### config.mk
export PLATFORM = sky130hd
export DESIGN_NAME = dvi_tmds_serializer
export DESIGN_NICKNAME = d
export VERILOG_FILES = /design/src/rtl/dvi_tmds_serializer.sv
export SDC_FILE = /design/constraint.sdc
export NUM_CORES = 1
export LEC_CHECK = 0
export ABC_AREA = 0
export BUFFER_PORTS_ARGS = -buffer_cell sky130_fd_sc_hd__buf_4
export CORE_AREA = 2 2 61 120
export CTS_CLUSTER_DIAMETER = 120
export CTS_CLUSTER_SIZE = 40
export DETAILED_ROUTE_END_ITERATION = 6
export DIE_AREA = 0 0 63 122
export PLACE_DENSITY_LB_ADDON = 0.3
export SETUP_SLACK_MARGIN = 0.4
export SYNTH_ARGS = -nofsm -noshare
export SYNTH_HDL_FRONTEND = slang
export SYNTH_SLANG_ARGS = --single-unit
### constraint.sdc
create_clock -name clkx5in -period 7.86 [get_ports clkx5in]
set_clock_uncertainty 0.1 [all_clocks]
set_input_delay 1.572 -clock clkx5in [delete_from_list [all_inputs] [get_ports clkx5in]]
set_output_delay 1.572 -clock clkx5in [all_outputs]
set_load 0.005 [all_outputs]
### src/rtl/dvi_tmds_serializer.sv
// rtl/dvi_tmds_serializer.sv - TMDS encoder and 10:2 serializer for one DVI lane
// Two bits per clkx5in cycle, LSB first, into an external DDR output cell.
module dvi_tmds_serializer #(
    parameter bit INVERT = 1'b1
) (
    input  logic       clkx5in,
    input  logic       rst,
    input  logic       en,
    input  logic       pix_de,
    input  logic [7:0] pix_d,
    input  logic [1:0] pix_c,
    output logic       pix_req,
    output logic [1:0] dout,
    output logic       sym_start
);

    localparam logic [9:0] TOKEN_C00 = 10'h354;
    localparam logic [9:0] TOKEN_C01 = 10'h0AB;
    localparam logic [9:0] TOKEN_C10 = 10'h154;
    localparam logic [9:0] TOKEN_C11 = 10'h2AB;
    localparam logic [2:0] PHASE_LAST = 3'd4;

    logic [2:0] phase;
    logic       in_de;
    logic [7:0] in_d;
    logic [1:0] in_c;
    logic [4:0] cnt;
    logic [9:0] sym;
    logic [9:0] shifter;
    logic [1:0] dout_r;

    logic [9:0] sym_next;
    logic [4:0] cnt_next;
    logic [8:0] q_m;
    logic [3:0] n1d;
    logic [3:0] n1q;
    logic [4:0] diff;
    logic [1:0] pair;

    function automatic logic [3:0] popcount8(input logic [7:0] v);
        logic [3:0] c;
        c = 4'd0;
        for (int i = 0; i < 8; i++) begin
            c = c + {3'b000, v[i]};
        end
        return c;
    endfunction

    function automatic logic [8:0] transition_min(input logic [7:0] d, input logic use_xnor);
        logic [8:0] q;
        q = 9'd0;
        q[0] = d[0];
        for (int i = 1; i < 8; i++) begin
            q[i] = use_xnor ? ~(q[i-1] ^ d[i]) : (q[i-1] ^ d[i]);
        end
        q[8] = ~use_xnor;
        return q;
    endfunction

    assign pix_req = (phase == PHASE_LAST) & en & ~rst;

    // cnt and diff are 5b two's complement; sign is bit 4, arithmetic wraps modulo 32
    always_comb begin
        n1d      = popcount8(in_d);
        q_m      = transition_min(in_d, (n1d > 4'd4) || ((n1d == 4'd4) && !in_d[0]));
        n1q      = popcount8(q_m[7:0]);
        diff     = {n1q, 1'b0} - 5'd8;
        sym_next = TOKEN_C00;
        cnt_next = cnt;
        if (!in_de) begin
            cnt_next = 5'd0;
            case (in_c)
                2'b00:   sym_next = TOKEN_C00;
                2'b01:   sym_next = TOKEN_C01;
                2'b10:   sym_next = TOKEN_C10;
                default: sym_next = TOKEN_C11;
            endcase
        end else if ((cnt == 5'd0) || (diff == 5'd0)) begin
            sym_next = {~q_m[8], q_m[8], q_m[8] ? q_m[7:0] : ~q_m[7:0]};
            cnt_next = q_m[8] ? (cnt + diff) : (cnt - diff);
        end else if (cnt[4] == diff[4]) begin
            sym_next = {1'b1, q_m[8], ~q_m[7:0]};
            cnt_next = cnt + {3'b000, q_m[8], 1'b0} - diff;
        end else begin
            sym_next = {1'b0, q_m[8], q_m[7:0]};
            cnt_next = cnt - {3'b000, ~q_m[8], 1'b0} + diff;
        end
    end

    always_comb begin
        pair = 2'b00;
        case (phase)
            3'd0:    pair = shifter[1:0];
            3'd1:    pair = shifter[3:2];
            3'd2:    pair = shifter[5:4];
            3'd3:    pair = shifter[7:6];
            3'd4:    pair = shifter[9:8];
            default: pair = 2'b00;
        endcase
    end

    // Encoding finishes one edge before the shifter reload so the new symbol is ready in time
    always_ff @(posedge clkx5in) begin
        if (rst) begin
            phase     <= 3'd0;
            cnt       <= 5'd0;
            in_de     <= 1'b0;
            in_d      <= 8'd0;
            in_c      <= 2'b00;
            sym       <= TOKEN_C00;
            shifter   <= TOKEN_C00;
            dout_r    <= 2'b00;
            sym_start <= 1'b0;
        end else if (en) begin
            phase     <= (phase == PHASE_LAST) ? 3'd0 : phase + 3'd1;
            dout_r    <= pair;
            sym_start <= (phase == 3'd0);
            if (phase == 3'd3) begin
                sym <= sym_next;
                cnt <= cnt_next;
            end
            if (phase == PHASE_LAST) begin
                in_de   <= pix_de;
                in_d    <= pix_d;
                in_c    <= pix_c;
                shifter <= sym;
            end
        end
    end

    assign dout = dout_r ^ {2{INVERT}};

endmodule
==> flow_summary_export.csv, run 1 <==
group,metric,value,unit
timing,setup_viol_count_final,0,
timing,fmax,137.1,MHz
synthesis,synth_top_area_share,28.99,%
synthesis,synthCells,295,
final_layout,diodes,0,
floorplan,die_h,122,µm
floorplan,start_util,41.44,%
detailed_routing,drt-pass1-iter-count,5,
synthesis,synthesis.nets,353,
timing,rsz0062_at_grt,"yes",
synthesis,mappedNetlistArea,2831,µm²
synthesis,async_reset_ff_share,0,%
clock_tree,cts_hold_buf,0,
grt,grt_max_degree,21,
power_and_ir_drop,swShare,35.50,%
power_and_ir_drop,switchingPower,327.8,µW
synthesis,ys_ff_latch,41,
timing,period_share,92.80,%
final_layout,postLayoutCellArea,3348,µm²
synthesis,ys_seq_area_share,28.99,%
grt,grt_overflow,0,
power_and_ir_drop,pwr-share-comb,50.5,%
detailed_routing,routed_via_density,5.225,
final_layout,layout.area.seq,825.8,µm²
detailed_routing,drc,0,
power_and_ir_drop,p_seq_share,23.5,%
floorplan,io_pins,18,
critical_path,crit_path_frequent_cell,"fa_1",
clock_tree,numCtsBuffers,5,
final_layout,n_fill_cell,651,
place,routabilityCongestion,0.8955,
critical_path,crit_fanout,4,
detailed_routing,wl_per_cell,14.50,µm
critical_path,path_depth,27,
final_layout,syn_to_final_growth,18.25,%
critical_path,cpMaxStageDelayCell,"fa_1",
power_and_ir_drop,ir_worst_vdd,0.1364,mV
power_and_ir_drop,leakage,1.452,nW
timing,slew_headroom,47.13,%
clock_tree,cts.sinks,41,
critical_path,startpoint_type,"flop",
critical_path,path_buf_inv,4,
floorplan,core,6833,µm²
clock_tree,cts_tree,"yes",
synthesis,synth_common_cells,"41 x dfxtp_1, 37 x inv_1, 31 x ha_1",
timing,finalHoldViolCount,0,
critical_path,critPathCaptureType,"flop",
power_and_ir_drop,p_per_area,275.8,nW/µm²
grt,grt_use_total,16.53,%
critical_path,critical_path_required,7910,ps
critical_path,critPathTopFamily,"adder cells",
synthesis,syn_area_per_cell,9.598,µm²
critical_path,ff2ff_path_depth,27,
clock_tree,clock_latency,280,ps
synthesis,synth_edf_count,0,
timing,final.setup.tns,0,ps
synthesis,yosys_warnings,0,
critical_path,worst-endpoint-arrival,7340,ps
grt,grt_pass1_vias,2158,
synthesis,synth_area_leaders,"dfxtp_1 29%, ha_1 14%, fa_1 9.2%",
critical_path,worst-r2r-setup-slack,570,ps
power_and_ir_drop,power.internal,595.6,µW
grt,grt_antenna_before_repair,0,
final_layout,finalNetCount,375,
power_and_ir_drop,finalPower,923.4,µW
floorplan,rows,43,
timing,maxSlewViolCount,0,
synthesis,ys_types,50,
detailed_routing,num_vias,2132,
run,cap_violations,0,
synthesis,ys.flop_type,"dfxtp_1",
outcome,outcome,"finished clean",
timing,worstMarginPinSlew,790.4,ps
place,dp.final_hpwl,4581,µm
synthesis,yosys.cell_count.top_type,"dfxtp_1",
hold_path,hold_class,"reg2reg",
final_layout,multi_input_area,1888,µm²
synthesis,yosys.area.top_type,"dfxtp_1",
critical_path,max_stage_delay,580,ps
grt,grt_pass1_wl,10070,µm
power_and_ir_drop,clockPowerShare,26.0,%
place,dpl_cell_area,3025,µm²
place,portBuffers,17,
clock_tree,path_clk_slew,60,ps
clock_tree,clockBufferDepth,2,
critical_path,critical_path_class,"reg2reg",
detailed_routing,ant_nets,0,
clock_tree,cts-root-buf,"clkbuf_16",
floorplan,die_w,63,µm
hold_path,whs_path_depth,1,
timing,fin_crit,7294,ps
detailed_routing,wirelength,5917,µm
final_layout,drive_gt1_share,19.50,%
clock_tree,h-tree-depth,2,
floorplan,die_area,7686,µm²
detailed_routing,drt_iter0_drc,134,
## worst register-to-register path: stages, from the launching register on
cell     delay [ps]
dfxtp_2         330
inv_1            60
fa_1            560
fa_1            460
fa_1            570
inv_1            50
ha_2            180
fa_1            490
nor3b_2         290
o22ai_4         150
xor2_2          170
fa_1            580
xor2_1          160
ha_1            260
fa_1            450
ha_2            200
fa_1            490
inv_2            70
ha_1            270
nand2_1          60
o21ai_2          80
inv_1            60
ha_1            260
a21o_1          160
a21oi_2         160
xnor3_1         240
o21ai_1         180
o41ai_2          90
## state kept, by name, summed over array words and instances, names as in the netlist
signal     cells
cnt            4
sym           10
dout_r         2
shifter       10
sym_start      1
phase          3
in_de          1
in_d           8
in_c           2
## power groups by stage
stage	Sequential [mW]	Combinational [mW]	Clock, mW
6_report	0.217	0.467	0.240
3_5_place_dp	0.222	0.429	0
5_1_grt	0.217	0.523	0.254
4_1_cts	0.217	0.449	0.244
3_3_place_gp	0.221	0.417	0
2_1_floorplan	0.220	0.325	0
## path summary, 6_finish.rpt
kind                                    to        from
worst max register to register      cnt[4]     in_d[1]
worst min register to register  shifter[5]  shifter[5]
worst max-delay path                cnt[4]     in_d[1]
worst min-delay path            shifter[5]  shifter[5]
## logic make-up (layout without fill, tap and decap cells)
kind of cell	Yosys count	after routing	share of synthesized area (%)
multiplexers	4	4	1.856
AO/OA/AOI/OAI	75	75	19.27
adder cells (fa/ha/maj)	44	44	22.89
flip-flops	41	41	28.99
AND/OR/NAND/NOR	50	50	8.131
XOR/XNOR	31	31	11.93
buffers and inverters	50	73	6.937
## placed cells by master, fill, tap and decap left out, drive strengths merged, types with 2 or more instances in the layout
master / instances
a31oi: 2
clkbuf: 6
xnor2: 19
o22a: 5
nor2: 18
a22o: 7
o21ai: 15
dfxtp: 41
a21oi: 15
o211ai: 4
nor3: 3
inv: 37
o41ai: 2
mux2i: 4
ha: 31
o22ai: 4
fa: 13
xnor3: 3
a222oi: 2
nand2b: 3
a211oi: 5
nand3: 3
a21o: 4
xor2: 9
buf: 27
nand2: 18
a32oi: 2
a2bb2oi: 3
## final cells by class
class | count | area share (%)
Multi-Input combinational cell | 204 | 56.39
Sequential cell | 41 | 24.66
Timing Repair Buffer | 27 | 6.054
Inverter | 38 | 4.260
Clock buffer | 6 | 4.148
Tap cell | 90 | 3.363
Clock inverter | 2 | 1.121
## stage by stage
step,util (%),std cells,hold WS (ps),worst slack [ps]
2_1_floorplan,-,295,336.3,621.6
3_5_place_dp,44.28,391,356.9,38.25
3_3_place_gp,44.28,391,346.5,215.1
5_1_grt,49.00,408,394.6,341.1
4_1_cts,47.61,401,371.2,433.8
6_report,49.00,408,374.1,565.8
## what timing repair did
action | CTS | global route
pin swaps | 2 | 14
setup endpoints to repair | 12 | 5
gates resized for setup | 9 | 10
buffers inserted | 2 | 7
## per-layer routing
metal,vias to the layer above,part of all wire [%],wire (µm),GRT usage (%)
met1,1041,43,2556,20.06
met5,-,0,0,0
li1,1045,-,-,-
met4,0,2.0,116,6.111
met3,9,2.5,149,3.232
met2,37,52,3095,28.66
Note: power is estimated with default switching activity, not from simulation.
==> run 2: changes to the inputs <==
--- a/config.mk
+++ b/config.mk
@@ -7,12 +7,15 @@
 export LEC_CHECK = 0
 export ABC_AREA = 0
 export BUFFER_PORTS_ARGS = -buffer_cell sky130_fd_sc_hd__buf_4
+export CELL_PAD_IN_SITES_DETAIL_PLACEMENT = 0
+export CELL_PAD_IN_SITES_GLOBAL_PLACEMENT = 1
 export CORE_AREA = 2 2 61 120
 export CTS_CLUSTER_DIAMETER = 120
 export CTS_CLUSTER_SIZE = 40
 export DETAILED_ROUTE_END_ITERATION = 6
 export DIE_AREA = 0 0 63 122
 export PLACE_DENSITY_LB_ADDON = 0.3
+export REMOVE_ABC_BUFFERS = 1
 export SETUP_SLACK_MARGIN = 0.4
 export SYNTH_ARGS = -nofsm -noshare
 export SYNTH_HDL_FRONTEND = slang
==> flow_summary_export.csv, run 2 (synthesis results as in run 1) <==
group,metric,value,unit
clock_tree,clockBufferDepth,2,
final_layout,drive_gt1_share,18.41,%
final_layout,finalNetCount,372,
critical_path,critical_path_required,7940,ps
critical_path,worst-r2r-setup-slack,750,ps
clock_tree,numCtsBuffers,5,
place,dp.final_hpwl,4545,µm
critical_path,critPathCaptureType,"flop",
grt,grt_max_degree,21,
clock_tree,clock_latency,280,ps
final_layout,n_fill_cell,651,
final_layout,postLayoutCellArea,3297,µm²
critical_path,critical_path_class,"reg2reg",
clock_tree,path_clk_slew,60,ps
power_and_ir_drop,leakage,1.434,nW
clock_tree,cts.sinks,41,
critical_path,worst-endpoint-arrival,7190,ps
floorplan,die_w,63,µm
power_and_ir_drop,swShare,35.76,%
hold_path,hold_class,"reg2reg",
timing,period_share,90.47,%
clock_tree,h-tree-depth,2,
power_and_ir_drop,clockPowerShare,27.1,%
timing,setup_viol_count_final,0,
critical_path,startpoint_type,"flop",
power_and_ir_drop,ir_worst_vdd,0.1483,mV
grt,grtUsageMet2,28.06,%
power_and_ir_drop,p_seq_share,24.2,%
power_and_ir_drop,p_per_area,271.7,nW/µm²
floorplan,die_h,122,µm
place,dpl_cell_area,3025,µm²
floorplan,die_area,7686,µm²
detailed_routing,drt_iter0_drc,96,
final_layout,syn_to_final_growth,16.44,%
power_and_ir_drop,switchingPower,320.3,µW
timing,fin_hold_ws,366.6,ps
timing,final.setup.tns,0,ps
final_layout,final_cells,405,
critical_path,crit_fanout,4,
grt,met1_usage,20.70,%
final_layout,final_common_cell,"dfxtp_1",
detailed_routing,ant_nets,0,
grt,grtUsageMet3,2.493,%
timing,slew_headroom,47.24,%
detailed_routing,num_vias,2055,
timing,worstMarginPinSlew,788.8,ps
grt,grt_pass1_vias,2068,
run,cap_violations,0,
detailed_routing,wirelength,5795,µm
grt,grt_antenna_before_repair,0,
timing,finalHoldViolCount,0,
timing,maxSlewViolCount,0,
final_layout,diodes,0,
grt,grt_use_total,16.38,%
floorplan,io_pins,18,
floorplan,rows,43,
place,portBuffers,17,
final_layout,final_core_util,48.25,%
grt,busiest_layer,"met2",
clock_tree,cts_tree,"yes",
place,preCtsSetupSlack,94.46,ps
grt,grt_pass1_wl,9963,µm
detailed_routing,drt-pass1-iter-count,6,
timing,finalWorstSetupSlack,748.9,ps
place,routabilityCongestion,0.8432,
clock_tree,cts_hold_buf,0,
outcome,outcome,"finished clean",
final_layout,mostFrequentLayoutCells,"39 x dfxtp_1, 33 x inv_1, 29 x ha_1, 24 x buf_4, 18 x nand2_1",
timing,fin_crit,7111,ps
power_and_ir_drop,power.internal,575.4,µW
final_layout,largestRegisters,"shifter x10, sym x10, in_d x8",
floorplan,start_util,41.44,%
detailed_routing,routed_via_density,5.074,
detailed_routing,drc,0,
power_and_ir_drop,finalPower,895.7,µW
detailed_routing,wl_per_cell,14.31,µm
floorplan,core,6833,µm²
timing,fmax,140.6,MHz
place,place_inst,391,
grt,grt_overflow,0,
clock_tree,cts-root-buf,"clkbuf_16",
timing,rsz0062_at_grt,"no",
power_and_ir_drop,pwr-share-comb,48.7,%
-- run 2: final timing paths --
kind              startpoint  cells after the start         to
hold reg to reg    sym_start                      2  sym_start
setup / recovery     in_d[1]                     27     cnt[4]
hold / removal     sym_start                      2  sym_start
setup reg to reg     in_d[1]                     27     cnt[4]
-- run 2: power by group through the flow --
| stage | Sequential, mW | Clock [mW] | Combinational [mW] |
|---|---|---|---|
| CTS | 0.217 | 0.246 | 0.438 |
| global route | 0.218 | 0.254 | 0.495 |
| finish | 0.217 | 0.242 | 0.437 |
| floorplan | 0.221 | 0 | 0.321 |
| detailed placement | 0.222 | 0 | 0.418 |
| global placement | 0.222 | 0 | 0.417 |
-- run 2: repair_timing --
| action | 4_1_cts | 5_1_grt |
|---|---|---|
| buffers inserted | 2 | 4 |
| pin swaps | 2 | 11 |
| endpoints found under the hold margin | 0 | 0 |
| setup endpoints to repair | 8 | 9 |
| gates resized for setup | 6 | 11 |
-- run 2: final cells by class --
class                   count  area, µm²  area share (%)
clock buffers               6      138.9           4.213
multi-input cells         204       1859           56.39
flip-flops and latches     41      825.8           25.05
inverters                  38      142.6           4.326
repair buffers             24      180.2           5.465
well taps                  90      112.6           3.416
clock inverters             2      37.54           1.139
-- run 2: worst max-delay path, stage by stage, from the launching register on --
cell and delay (ps):
dfxtp_2 330, inv_2 50, fa_1 550, fa_1 430
fa_1 490, inv_1 40, ha_1 190, fa_1 450
nor3b_2 260, o22ai_4 130, xor2_1 190, fa_1 560
xor2_1 170, ha_1 260, fa_1 440, ha_2 200
fa_1 490, inv_2 70, ha_1 270, nand2_1 60
o21ai_2 90, inv_1 60, ha_1 270, a21o_1 170
a21oi_2 150, xnor3_1 180, o21ai_1 60, o41ai_1 290
-- run 2: layer usage --
| metal | vias up | routed length, µm | part of all wire, % |
|---|---|---|---|
| met4 | 0 | 83 | 1.4 |
| met1 | 982 | 2523 | 44 |
| li1 | 1039 | - | - |
| met2 | 28 | 3034 | 52 |
| met5 | - | 0 | 0 |
| met3 | 6 | 154 | 2.7 |
==> run 3: changes to the inputs <==
--- a/config.mk
+++ b/config.mk
@@ -9,11 +9,11 @@
 export BUFFER_PORTS_ARGS = -buffer_cell sky130_fd_sc_hd__buf_4
 export CELL_PAD_IN_SITES_DETAIL_PLACEMENT = 0
 export CELL_PAD_IN_SITES_GLOBAL_PLACEMENT = 1
-export CORE_AREA = 2 2 61 120
+export CORE_AREA = 2 2 58 114
 export CTS_CLUSTER_DIAMETER = 120
-export CTS_CLUSTER_SIZE = 40
+export CTS_CLUSTER_SIZE = 28
 export DETAILED_ROUTE_END_ITERATION = 6
-export DIE_AREA = 0 0 63 122
+export DIE_AREA = 0 0 60 116
 export PLACE_DENSITY_LB_ADDON = 0.3
 export REMOVE_ABC_BUFFERS = 1
 export SETUP_SLACK_MARGIN = 0.4
==> constraint.sdc (replaced) <==
create_clock -name clkx5in -period 7.86 [get_ports clkx5in]
set_clock_uncertainty 0.1 [all_clocks]
set_input_delay 0.786 -clock clkx5in [delete_from_list [all_inputs] [get_ports clkx5in]]
set_output_delay 0.786 -clock clkx5in [all_outputs]
set_load 0.005 [all_outputs]
==> flow_summary_export.csv, run 3 (synthesis results as in run 1) <==
group,metric,value,unit
outcome,outcome,"finished clean",
critical_path,critical_path_class,"reg2reg",
final_layout,layout.area.seq,824.5,µm²
critical_path,critical_path_required,7910,ps
final_layout,postLayoutCellArea,3276,µm²
detailed_routing,wl_per_cell,14.76,µm
critical_path,critPathCaptureType,"flop",
place,dp.final_hpwl,4780,µm
detailed_routing,routed_via_density,5.125,
floorplan,rows,40,
final_layout,final_cells,400,
timing,maxSlewViolCount,0,
power_and_ir_drop,finalPower,860.2,µW
final_layout,diodes,0,
place,preCtsSetupSlack,162.3,ps
detailed_routing,drt_iter0_drc,75,
power_and_ir_drop,leakage,1.426,nW
grt,grt_pass1_vias,2114,
timing,slew_headroom,50.15,%
detailed_routing,num_vias,2050,
timing,setup_viol_count_final,0,
detailed_routing,drt-pass1-iter-count,4,
timing,fmax,139.5,MHz
run,cap_violations,0,
timing,finalHoldViolCount,0,
final_layout,final_core_util,54.09,%
final_layout,multi_input_area,1873,µm²
place,dpl_cell_area,3040,µm²
critical_path,crit_start,"in_d[0]",
hold_path,worstHoldStart,"shifter[6]",
clock_tree,numCtsBuffers,5,
grt,grt_antenna_before_repair,0,
critical_path,crit_path_frequent_cell,"fa_1",
timing,fin_hold_ws,362.9,ps
floorplan,die_area,6960,µm²
floorplan,die_w,60,µm
grt,grt_pass1_wl,10110,µm
timing,worstMarginPinSlew,744.3,ps
final_layout,finalNetCount,373,
clock_tree,h-tree-depth,2,
timing,final.setup.tns,0,ps
clock_tree,cts_hold_buf,0,
final_layout,n_fill_cell,571,
place,place_inst,388,
final_layout,final_common_cell,"dfxtp_1",
detailed_routing,drc,0,
clock_tree,cts-root-buf,"clkbuf_16",
critical_path,crit_fanout,4,
floorplan,die_h,116,µm
critical_path,cpMaxStageDelayCell,"fa_1",
clock_tree,clockBufferDepth,2,
final_layout,largestRegisters,"shifter x10, sym x10, in_d x8",
critical_path,max_stage_delay,550,ps
final_layout,syn_to_final_growth,15.69,%
grt,grt_use_total,19.56,%
timing,period_share,91.23,%
power_and_ir_drop,ir_worst_vdd,0.2039,mV
critical_path,worst-endpoint-arrival,7220,ps
place,routabilityCongestion,0.8325,
timing,finalWorstSetupSlack,689.1,ps
clock_tree,cts_tree,"yes",
floorplan,core,6056,µm²
timing,rsz0062_at_grt,"no",
detailed_routing,ant_nets,0,
place,portBuffers,17,
critical_path,r2r_start,"in_d[0]",
power_and_ir_drop,p_per_area,262.6,nW/µm²
critical_path,startpoint_type,"flop",
clock_tree,clock_latency,280,ps
final_layout,drive_gt1_share,18.35,%
final_layout,mostFrequentLayoutCells,"40 x dfxtp_1, 35 x inv_1, 28 x ha_1, 25 x buf_4, 18 x nand2_1",
clock_tree,path_clk_slew,60,ps
detailed_routing,wirelength,5903,µm
grt,grt_overflow,0,
clock_tree,cts.sinks,41,
timing,fin_crit,7171,ps
floorplan,io_pins,18,
hold_path,hold_class,"reg2reg",
grt,grt_max_degree,21,
floorplan,start_util,46.76,%
## run 3: what timing repair did
action / in CTS / in global routing
resized for setup: 6 / 10
pin swaps: 1 / 7
setup buffers: 0 / 4
setup endpoints to repair: 1 / 12
## run 3: layout make-up
class | count | share of cell area (%)
tap | 84 | 3.209
clock inverter | 3 | 0.5348
inverter | 38 | 4.354
sequential | 41 | 25.17
multi-input combinational | 204 | 57.18
timing repair buffer | 25 | 5.730
clock buffer | 5 | 3.820
## run 3: final timing paths
kind | end | slack, ps | depth (start not counted)
worst max-delay path | cnt[4] | 690 | 27
worst max register to register | cnt[4] | 690 | 27
worst min-delay path | shifter[6] | 360 | 1
worst min register to register | shifter[6] | 360 | 1
## run 3: power by group
| group | switching [mW] | internal (mW) |
|---|---|---|
| Clock | 0.0805 | 0.116 |
| Combinational | 0.229 | 0.217 |
| Sequential | 0.00456 | 0.212 |
| Total | 0.314 | 0.546 |
## run 3: critical path, delay by kind of cell (launching register included)
family / cells / cell delay, ps
buffers and inverters: 4 / 240
adder cells (fa/ha/maj): 12 / 4620
AND/OR/NAND/NOR: 2 / 310
XOR/XNOR: 3 / 610
flip-flops: 1 / 370
AO/OA/AOI/OAI: 6 / 760
## run 3: routing by layer
metal	vias up	track usage, %	wire length, µm
met5	-	0	0
met4	0	9.185	119
met3	6	1.004	48
met2	21	37.68	3438
met1	983	20.31	2297
li1	1040	-	-
